$ cat config.mk
export PLATFORM = sky130hd
export DESIGN_NAME = alu_ctrl_seq
export DESIGN_NICKNAME = d
export VERILOG_FILES = /design/src/rtl/alu_pkg.sv /design/src/rtl/muldiv_seq.sv /design/src/rtl/alu_ctrl_seq.sv
export SDC_FILE = /design/constraint.sdc
export NUM_CORES = 1
export LEC_CHECK = 0
export ABC_AREA = 1
export BUFFER_PORTS_ARGS = -buffer_cell sky130_fd_sc_hd__buf_2
export CORE_ASPECT_RATIO = 1.25
export CORE_UTILIZATION = 24
export DETAILED_ROUTE_END_ITERATION = 8
export PLACE_DENSITY = 0.8
export SKIP_LAST_GASP = 1
export SLEW_MARGIN = 0
export SYNTH_ARGS = -nofsm -noshare
export SYNTH_HDL_FRONTEND = slang
export SYNTH_SLANG_ARGS = --single-unit
$ cat constraint.sdc
create_clock -name vclk -period 0.8
set_input_delay 0.08 -clock vclk [all_inputs]
set_output_delay 0.08 -clock vclk [all_outputs]
set_load 0.01 [all_outputs]
$ cat src/rtl/alu_pkg.sv
// Shared ALU control codes, ALUop encodings and multiply/divide sequencer state.
// The sequencer is only built when RV_MULDIV_EN is defined.
package alu_pkg;

    localparam logic [3:0] ALU_AND  = 4'b0000;
    localparam logic [3:0] ALU_OR   = 4'b0001;
    localparam logic [3:0] ALU_ADD  = 4'b0010;
    localparam logic [3:0] ALU_XOR  = 4'b0011;
    localparam logic [3:0] ALU_SLL  = 4'b0100;
    localparam logic [3:0] ALU_SRL  = 4'b0101;
    localparam logic [3:0] ALU_SUB  = 4'b0110;
    localparam logic [3:0] ALU_SRA  = 4'b0111;
    localparam logic [3:0] ALU_SLT  = 4'b1000;
    localparam logic [3:0] ALU_SLTU = 4'b1001;

    localparam logic [1:0] ALUOP_MEM    = 2'b00;
    localparam logic [1:0] ALUOP_BRANCH = 2'b01;
    localparam logic [1:0] ALUOP_RTYPE  = 2'b10;
    localparam logic [1:0] ALUOP_ITYPE  = 2'b11;

    localparam logic [6:0] FUNCT7_BASE   = 7'b0000000;
    localparam logic [6:0] FUNCT7_ALT    = 7'b0100000;
    localparam logic [6:0] FUNCT7_MULDIV = 7'b0000001;

    typedef enum logic [1:0] {
        IDLE = 2'b00,
        MUL  = 2'b01,
        DIV  = 2'b10,
        DONE = 2'b11
    } md_state_t;

    // Base (funct7[5] = 0) operation for a register or immediate ALU funct3.
    function automatic logic [3:0] base_op(input logic [2:0] f3);
        case (f3)
            3'b000:  base_op = ALU_ADD;
            3'b001:  base_op = ALU_SLL;
            3'b010:  base_op = ALU_SLT;
            3'b011:  base_op = ALU_SLTU;
            3'b100:  base_op = ALU_XOR;
            3'b101:  base_op = ALU_SRL;
            3'b110:  base_op = ALU_OR;
            default: base_op = ALU_AND;
        endcase
    endfunction

endpackage

$ cat src/rtl/muldiv_seq.sv
// Iterative RV32M sequencer: radix-2 shift-add multiply and restoring divide
// on operand magnitudes, with the sign fix applied as the result is registered.
module muldiv_seq
    import alu_pkg::*;
#(
    parameter int XLEN = 32
) (
    input  logic            clk,
    input  logic            rst_n,
    input  logic            start,
    input  logic            flush,
    input  logic [2:0]      funct3,
    input  logic [XLEN-1:0] op_a,
    input  logic [XLEN-1:0] op_b,
    output md_state_t       state,
    output logic            md_done,
    output logic [XLEN-1:0] md_result
);

    localparam int CW = $clog2(XLEN);
    localparam logic [CW-1:0]   LAST    = CW'(XLEN - 1);
    localparam logic [XLEN-1:0] MIN_NEG = {1'b1, {(XLEN-1){1'b0}}};

    logic [CW-1:0]     cnt;
    logic [2*XLEN-1:0] acc;
    logic [XLEN-1:0]   opnd;
    logic              neg_res;
    logic              want_hi;
    logic              want_rem;

    logic            is_div, a_signed, b_signed, neg_a, neg_b, div_zero, div_ovf;
    logic [XLEN-1:0] mag_a, mag_b, special_res;

    always_comb begin
        is_div      = funct3[2];
        a_signed    = is_div ? ~funct3[0] : (funct3[1:0] != 2'b11);
        b_signed    = is_div ? ~funct3[0] : ~funct3[1];
        neg_a       = a_signed & op_a[XLEN-1];
        neg_b       = b_signed & op_b[XLEN-1];
        mag_a       = neg_a ? -op_a : op_a;
        mag_b       = neg_b ? -op_b : op_b;
        div_zero    = is_div & (op_b == '0);
        div_ovf     = is_div & ~funct3[0] & (op_a == MIN_NEG) & (op_b == '1);
        special_res = div_zero ? (funct3[1] ? op_a : '1) : (funct3[1] ? '0 : op_a);
    end

    // acc holds {partial product, multiplier} for MUL and {remainder, quotient} for DIV.
    logic [XLEN:0]     mul_sum, div_trial;
    logic [2*XLEN-1:0] acc_next, prod_fix;
    logic [XLEN-1:0]   quo, rem, iter_res;

    always_comb begin
        mul_sum   = {1'b0, acc[2*XLEN-1:XLEN]} + (acc[0] ? {1'b0, opnd} : '0);
        div_trial = {acc[2*XLEN-1:XLEN], acc[XLEN-1]} - {1'b0, opnd};
        if (state == DIV) begin
            acc_next = div_trial[XLEN] ? {acc[2*XLEN-2:0], 1'b0}
                                       : {div_trial[XLEN-1:0], acc[XLEN-2:0], 1'b1};
        end else begin
            acc_next = {mul_sum, acc[XLEN-1:1]};
        end
        prod_fix = neg_res ? -acc_next : acc_next;
        quo      = acc_next[XLEN-1:0];
        rem      = acc_next[2*XLEN-1:XLEN];
        if (state == DIV) begin
            iter_res = want_rem ? (neg_res ? -rem : rem) : (neg_res ? -quo : quo);
        end else begin
            iter_res = want_hi ? prod_fix[2*XLEN-1:XLEN] : prod_fix[XLEN-1:0];
        end
    end

    always_ff @(posedge clk or negedge rst_n) begin
        if (!rst_n) begin
            state     <= IDLE;
            cnt       <= '0;
            acc       <= '0;
            opnd      <= '0;
            neg_res   <= 1'b0;
            want_hi   <= 1'b0;
            want_rem  <= 1'b0;
            md_done   <= 1'b0;
            md_result <= '0;
        end else begin
            md_done <= 1'b0;
            case (state)
                IDLE: begin
                    if (start && !flush) begin
                        cnt      <= '0;
                        neg_res  <= (is_div && funct3[1]) ? neg_a : (neg_a ^ neg_b);
                        want_hi  <= (funct3[1:0] != 2'b00);
                        want_rem <= funct3[1];
                        if (div_zero || div_ovf) begin
                            state     <= DONE;
                            md_done   <= 1'b1;
                            md_result <= special_res;
                        end else if (is_div) begin
                            state <= DIV;
                            acc   <= {{XLEN{1'b0}}, mag_a};
                            opnd  <= mag_b;
                        end else begin
                            state <= MUL;
                            acc   <= {{XLEN{1'b0}}, mag_b};
                            opnd  <= mag_a;
                        end
                    end
                end
                MUL, DIV: begin
                    if (flush) begin
                        state <= IDLE;
                    end else begin
                        acc <= acc_next;
                        cnt <= cnt + 1'b1;
                        if (cnt == LAST) begin
                            state     <= DONE;
                            md_done   <= 1'b1;
                            md_result <= iter_res;
                        end
                    end
                end
                default: state <= IDLE;
            endcase
        end
    end

endmodule

$ cat src/rtl/alu_ctrl_seq.sv
// Execute-stage ALU control decoder with an optional RV32M sequencer,
// enabled by defining RV_MULDIV_EN.
module alu_ctrl_seq
    import alu_pkg::*;
#(
    parameter int XLEN   = 32,
    parameter int CTRL_W = 4
) (
    input  logic              clk,
    input  logic              rst_n,
    input  logic              valid_in,
    input  logic              flush,
    input  logic [1:0]        ALUop,
    input  logic [2:0]        funct3,
    input  logic [6:0]        funct7,
    input  logic [XLEN-1:0]   op_a,
    input  logic [XLEN-1:0]   op_b,
    output logic [CTRL_W-1:0] ALUcontrol,
    output logic              illegal,
    output logic              md_sel,
    output logic              stall,
    output logic              md_done,
    output logic [XLEN-1:0]   md_result
);

    logic       is_md;
    logic       start;
    logic [3:0] ctl;
    logic       ill;

    // Handshake: the instruction is held in execute while stall is high; it
    // retires on the edge that ends the md_done cycle, and a new one may follow.
    assign is_md = (ALUop == ALUOP_RTYPE) && (funct7 == FUNCT7_MULDIV);
    assign start = valid_in & is_md;

    always_comb begin
        ctl = ALU_ADD;
        ill = 1'b0;
        case (ALUop)
            ALUOP_BRANCH: begin
                case (funct3)
                    3'b000, 3'b001: ctl = ALU_SUB;
                    3'b100, 3'b101: ctl = ALU_SLT;
                    3'b110, 3'b111: ctl = ALU_SLTU;
                    default:        ill = 1'b1;
                endcase
            end
            ALUOP_RTYPE: begin
                if (is_md) begin
`ifdef RV_MULDIV_EN
                    ctl = ALU_ADD;
`else
                    ill = 1'b1;
`endif
                end else if (funct7 == FUNCT7_BASE) begin
                    ctl = base_op(funct3);
                end else if (funct7 == FUNCT7_ALT && funct3 == 3'b000) begin
                    ctl = ALU_SUB;
                end else if (funct7 == FUNCT7_ALT && funct3 == 3'b101) begin
                    ctl = ALU_SRA;
                end else begin
                    ill = 1'b1;
                end
            end
            ALUOP_ITYPE: ctl = (funct3 == 3'b101 && funct7[5]) ? ALU_SRA : base_op(funct3);
            default:     ctl = ALU_ADD;
        endcase
    end

    assign ALUcontrol = CTRL_W'(ctl);
    assign illegal    = ill;

`ifdef RV_MULDIV_EN
    md_state_t md_state;

    muldiv_seq #(.XLEN(XLEN)) u_muldiv (
        .clk       (clk),
        .rst_n     (rst_n),
        .start     (start),
        .flush     (flush),
        .funct3    (funct3),
        .op_a      (op_a),
        .op_b      (op_b),
        .state     (md_state),
        .md_done   (md_done),
        .md_result (md_result)
    );

    assign md_sel = is_md;
    assign stall  = (md_state == IDLE && start && !flush) || (md_state == MUL) || (md_state == DIV);
`else
    logic unused_md;
    assign unused_md = ^{clk, rst_n, start, flush, op_a, op_b};

    assign md_sel    = 1'b0;
    assign stall     = 1'b0;
    assign md_done   = 1'b0;
    assign md_result = '0;
`endif

endmodule

==> results of run 1 <==
-- final timing paths --
path / cells after the start / from / end / slack (ns)
setup / recovery: 9 / funct7[0] / ALUcontrol[0] / -0.25
hold / removal: 3 / funct3[2] / ALUcontrol[1] / 0.59
-- what timing repair did --
item / in CTS / in global routing
hold buffers: 0 / 0
buffers inserted: 0 / 1
gates cloned: 0 / 0
resized for setup: 14 / 19
setup endpoints to repair: 5 / 5
pin swaps: 12 / 11
-- cells by family after synthesis --
kind of cell | count (synthesis) | share of synthesized area (%)
buffers and inverters | 50 | 51.1
and+or+nand+nor | 41 | 31.7
AOI/OAI and AO/OA | 9 | 8.62
adders and majority gates | 4 | 8.02
other | 1 | 0.601
-- power breakdown --
group	leakage (nW)	switching, mW	total, mW	internal [mW]
Clock	0	0	0	0
Sequential	0	0	0	0
Combinational	0.433	0.210	0.333	0.123
Total	0.433	0.210	0.333	0.123
-- worst min-delay path, stage by stage --
cell       delay, ns
buf_2           0.15
o2111ai_1       0.13
buf_2           0.15
-- metrics by stage --
| step | area, µm² | hold slack (ns) | utilization, % | power [mW] |
|---|---|---|---|---|
| after floorplan | 777 | 0.319 | - | 0.311 |
| after global placement | 671 | 0.565 | 27.3 | 0.276 |
| after detailed placement | 671 | 0.573 | 27.3 | 0.279 |
| after CTS | 701 | 0.581 | 28.6 | 0.296 |
| after global routing | 783 | 0.612 | 31.9 | 0.375 |
| final | 783 | 0.588 | 31.9 | 0.333 |
-- routing by layer --
| layer | up-vias | GRT usage, % |
|---|---|---|
| met3 | 0 | 0.610 |
| met1 | 267 | 8.52 |
| met2 | 35 | 14.1 |
| met4 | 0 | 0 |
| met5 | - | 0 |
| li1 | 294 | - |
-- cell type report --
type,count,share of cell area [%]
inverter,15,7.51
tap,33,5.27
timing repair buffer,22,20.6
multi-input combinational,89,66.6
-- synthesized netlist by cell type (all sizes together) --
library cell   n
buf           35
nand2         24
inv           15
nor2          10
nand3          5
ha             4
a21oi          3
o21ai          3
nor3           2
a21boi         1
conb           1
o2111ai        1
o211ai         1
==> reports/qor.yml, run 1 <==
status: "finished with violations"
violations: "setup timing"
die_w_um: 47.6
clock_buffers: 0
startpoint_type: "input port"
dp_slack_ns: -0.285
final_common_cell: "conb_1"
synthToLayoutAreaGrowth_pct: 25.5
post-dp-hpwl_um: 966
synthTopCellsByArea: "buf_4, nand2_1, ha_1, inv_1, nor2_4"
path_cells: "buf_6 > nor2_4 > nand2_4 > nor2_4 > inv_2 > nand2_2 > nand3_2 > a21oi_2 > buf_2"
met3WireLength_um: 92
routedWlPerCell_um: 7.40
antenna_found_initial: 0
power_density_nw_per_um2: 425
synthCells: 105
num_rows: 20
seq_area_um2: 0
arrival_ns: 0.97
cp.required_ns: 0.72
critPathTopFamily: "simple AND/OR/NAND/NOR gates"
syn-cell-area_um2: 624
cp_slowest_stage_delay_ns: 0.15
fillCellCount: 303
grt_overflow_total: 0
ir_drop_mv: 0.174
layout_setup_ws_ns: -0.245
io_buffers: 17
ios: 120
chipHeight_um: 59.0
yosys.area.top_type: "buf_4"
ys_types: 19
core-area_um2: 2450
vias_per_cell: 3.75
hp-class: "in -> out"
crit_slowest_cell: "nor2_4"
initialDrtViolationCount: 5
path_buf_inv: 3
rsz0062_at_grt: "yes"
gr-usage-all-layers_pct: 7.16
seq_cells: 0
ant_nets: 0
worst-path-max-fanout: 4
stdcell_count: 159
via_count: 596
synth_top_area_share_pct: 42.1
tns_ns: -1.09
grt_max_degree: 7
layout_min_cycle_time_ns: 1.05
setup_viol: 5
ys_seq_area_share_pct: 0
highest_layer: "met3"
slew_violations: 0
crit_type: "in -> out"
syn_area_per_cell_um2: 5.95
diodes: 0
grt_pass1_vias: 448
drive_gt1_share_pct: 40.5
fin_nets: 212
route.met2.wl_um: 650
dr.pass1.iters: 4
worstSetupEndpointType: "output pin"
fin_crit_sh_pct: 131
p_leak_nw: 0.433
multi_input_area_um2: 522
final_cell_mix: "conb_1, nand2_1, buf_2"
fp.dieArea_um2: 2810
yosys_warnings: 0
fmax_ghz: 0.957
gp_congestion: 0.804
wl_um: 1180
finalHoldViolCount: 0
drv_cap: 0
cpMostUsedCell: "nor2_4"
grt_pass1_wl_um: 1590
wl_met1_um: 434
placed_cells: 158
route.detailed.drc: 0
start_util_pct: 25.5
Note: power is estimated with default switching activity, not from simulation.
==> run 2: changes to the inputs <==
--- a/config.mk
+++ b/config.mk
@@ -9,6 +9,8 @@
 export BUFFER_PORTS_ARGS = -buffer_cell sky130_fd_sc_hd__buf_2
+export CELL_PAD_IN_SITES_DETAIL_PLACEMENT = 1
+export CELL_PAD_IN_SITES_GLOBAL_PLACEMENT = 1
 export CORE_ASPECT_RATIO = 1.25
-export CORE_UTILIZATION = 24
+export CORE_UTILIZATION = 13
 export DETAILED_ROUTE_END_ITERATION = 8
-export PLACE_DENSITY = 0.8
+export PLACE_DENSITY_LB_ADDON = 0.1
 export SKIP_LAST_GASP = 1
==> constraint.sdc (replaced) <==
create_clock -name vclk -period 0.8
set_input_delay 0.08 -clock vclk [all_inputs]
set_output_delay 0.08 -clock vclk [all_outputs]
set_load 0.005 [all_outputs]
==> run 2 against run 1 <==
- the flow still finishes with violations (setup timing)
- worst setup slack lost 0.038 ns
- maximum frequency shrank 3.5%
- count of clock-buffer cells in the layout is the same
- via count grew 3.4%
- critical path depth is the same
- cell count grew 20%
- non-clock buffer count grew 7
- hold slack lost 0.0079 ns
- critical path type unchanged
==> reports/qor.yml, run 2 (synthesis gave the netlist of run 1 again) <==
post-dp-hpwl_um: 1490  # +54%
initialDrtViolationCount: 3  # -2
seq_cells: 0  # unchanged
p_int_mw: 0.161  # +31%
crit_type: "in -> out"
setup_viol: 5  # unchanged
cts_hold_buf: 0  # unchanged
tns_ns: -1.29  # -0.199 ns
diodes: 0  # unchanged
num_rows: 27  # +35%
ir_drop_mv: 0.126  # -27%
final_cell_mix: "conb_1, nand2_1, buf_4"
synthToLayoutAreaGrowth_pct: 48.9
arrival_ns: 1.00  # +0.03 ns
p_sw_mw: 0.192  # -8.5%
hold_start: "funct3[2]"
cp.required_ns: 0.72  # about the same
power_density_nw_per_um2: 380  # -11%
grt_pass1_vias: 625  # +40%
routedWlPerCell_um: 8.70  # +17%
grt_overflow_total: 0  # unchanged
layout_min_cycle_time_ns: 1.08  # +0.0382 ns
dp_slack_ns: -0.322  # -0.0368 ns
drv_cap: 0  # unchanged
fin_nets: 219  # +3.3%
finalHoldViolCount: 0  # unchanged
comb_power_share_pct: 100.0  # about the same
whs_ns: 0.581  # -0.00794 ns
final_common_cell: "conb_1"
worstHoldEndpoint: "illegal"
io_buffers: 17  # unchanged
route.detailed.drc: 0  # unchanged
ios: 120  # unchanged
grt_pass1_wl_um: 2710  # +71%
clock_buffers: 0  # unchanged
fin_util_pct: 20.7  # -11 points
dr.pass1.iters: 2  # -2
start_util_pct: 13.9  # -12 points
fp.dieArea_um2: 5090  # +81%
vias_per_cell: 3.23  # -14%
hp-class: "in -> out"
antenna_found_initial: 0  # unchanged
status: "finished with violations"
violations: "setup timing"
p_clk_share_pct: 0  # unchanged
fin_crit_sh_pct: 135  # +4.8 points
ant_nets: 0  # unchanged
via_count: 616  # +3.4%
wl_um: 1660  # +41%
gr-usage-all-layers_pct: 6.38  # -0.78 points
slew_violations: 0  # unchanged
fillCellCount: 575  # +90%
die_w_um: 64.0  # +34%
worstHoldPathCells: 5  # +2
p_leak_nw: 0.491  # +13%
grt_max_degree: 6  # -1
p_seq_share_pct: 0  # unchanged
chipHeight_um: 79.5  # +35%
core-area_um2: 4490  # +83%
drive_gt1_share_pct: 45.9  # +5.4 points
fmax_ghz: 0.923  # -3.5%
worstSetupEndpointType: "output pin"
layout_setup_ws_ns: -0.283  # -0.0382 ns
rsz0062_at_grt: "yes"
worst-path-max-fanout: 4  # unchanged
fin_total_pwr_mw: 0.354  # +6.1%
gp_congestion: 0.738  # -8.2%
swShare_pct: 54.4  # -8.7 points
startpoint_type: "input port"
seq_area_um2: 0  # unchanged
-- run 2: per-layer routing --
layer | global-route usage [%] | vias to the layer above | wire [µm]
met5 | 0 | - | 0
met4 | 0 | 0 | 0
met1 | 6.08 | 283 | 550
met2 | 14.7 | 27 | 998
li1 | - | 306 | -
met3 | 0.571 | 0 | 112
-- run 2: worst max-delay path by stage --
stage                     startpoint  slack (ns)       endpoint  depth (start not counted)
after floorplan            funct7[1]        0.02  ALUcontrol[0]                          7
after global placement     funct3[1]       -0.30        illegal                          8
after detailed placement   funct7[4]       -0.32  ALUcontrol[2]                          9
after CTS                  funct7[6]       -0.28  ALUcontrol[0]                          9
after global routing       funct7[4]       -0.36  ALUcontrol[2]                          9
final                      funct7[4]       -0.28        illegal                          9
-- run 2: power by group through the flow --
stage	logic [mW]	clock network, mW	registers (mW)
2_1_floorplan	0.259	0	0
6_report	0.354	0	0
3_5_place_dp	0.259	0	0
4_1_cts	0.343	0	0
3_3_place_gp	0.256	0	0
5_1_grt	0.397	0	0
-- run 2: worst max-delay path, stage by stage --
cell and delay (ns):
buf_6 0.10, nor2_4 0.14, nand2_4 0.08, nor2_4 0.16, inv_2 0.07, buf_4 0.14
nand3_4 0.05, a21boi_2 0.06, buf_2 0.12
-- run 2: cell type report --
type / instances / area [µm²] / area share, %
multi-input cells: 89 / 551 / 59.2
repair buffers: 29 / 240 / 25.8
well taps: 58 / 72.6 / 7.81
inverters: 15 / 66.3 / 7.13
-- run 2: per-stage QoR --
step / cells / instance area, µm²
6_report: 191 / 930
5_1_grt: 191 / 930
4_1_cts: 191 / 896
3_5_place_dp: 189 / 722
3_3_place_gp: 189 / 722
2_1_floorplan: 139 / 752
-- run 2: what timing repair did --
action,4_1_cts,5_1_grt
pin swaps,13,7
resized for setup,41,10
endpoints found under the setup margin,5,5
buffers inserted,2,0
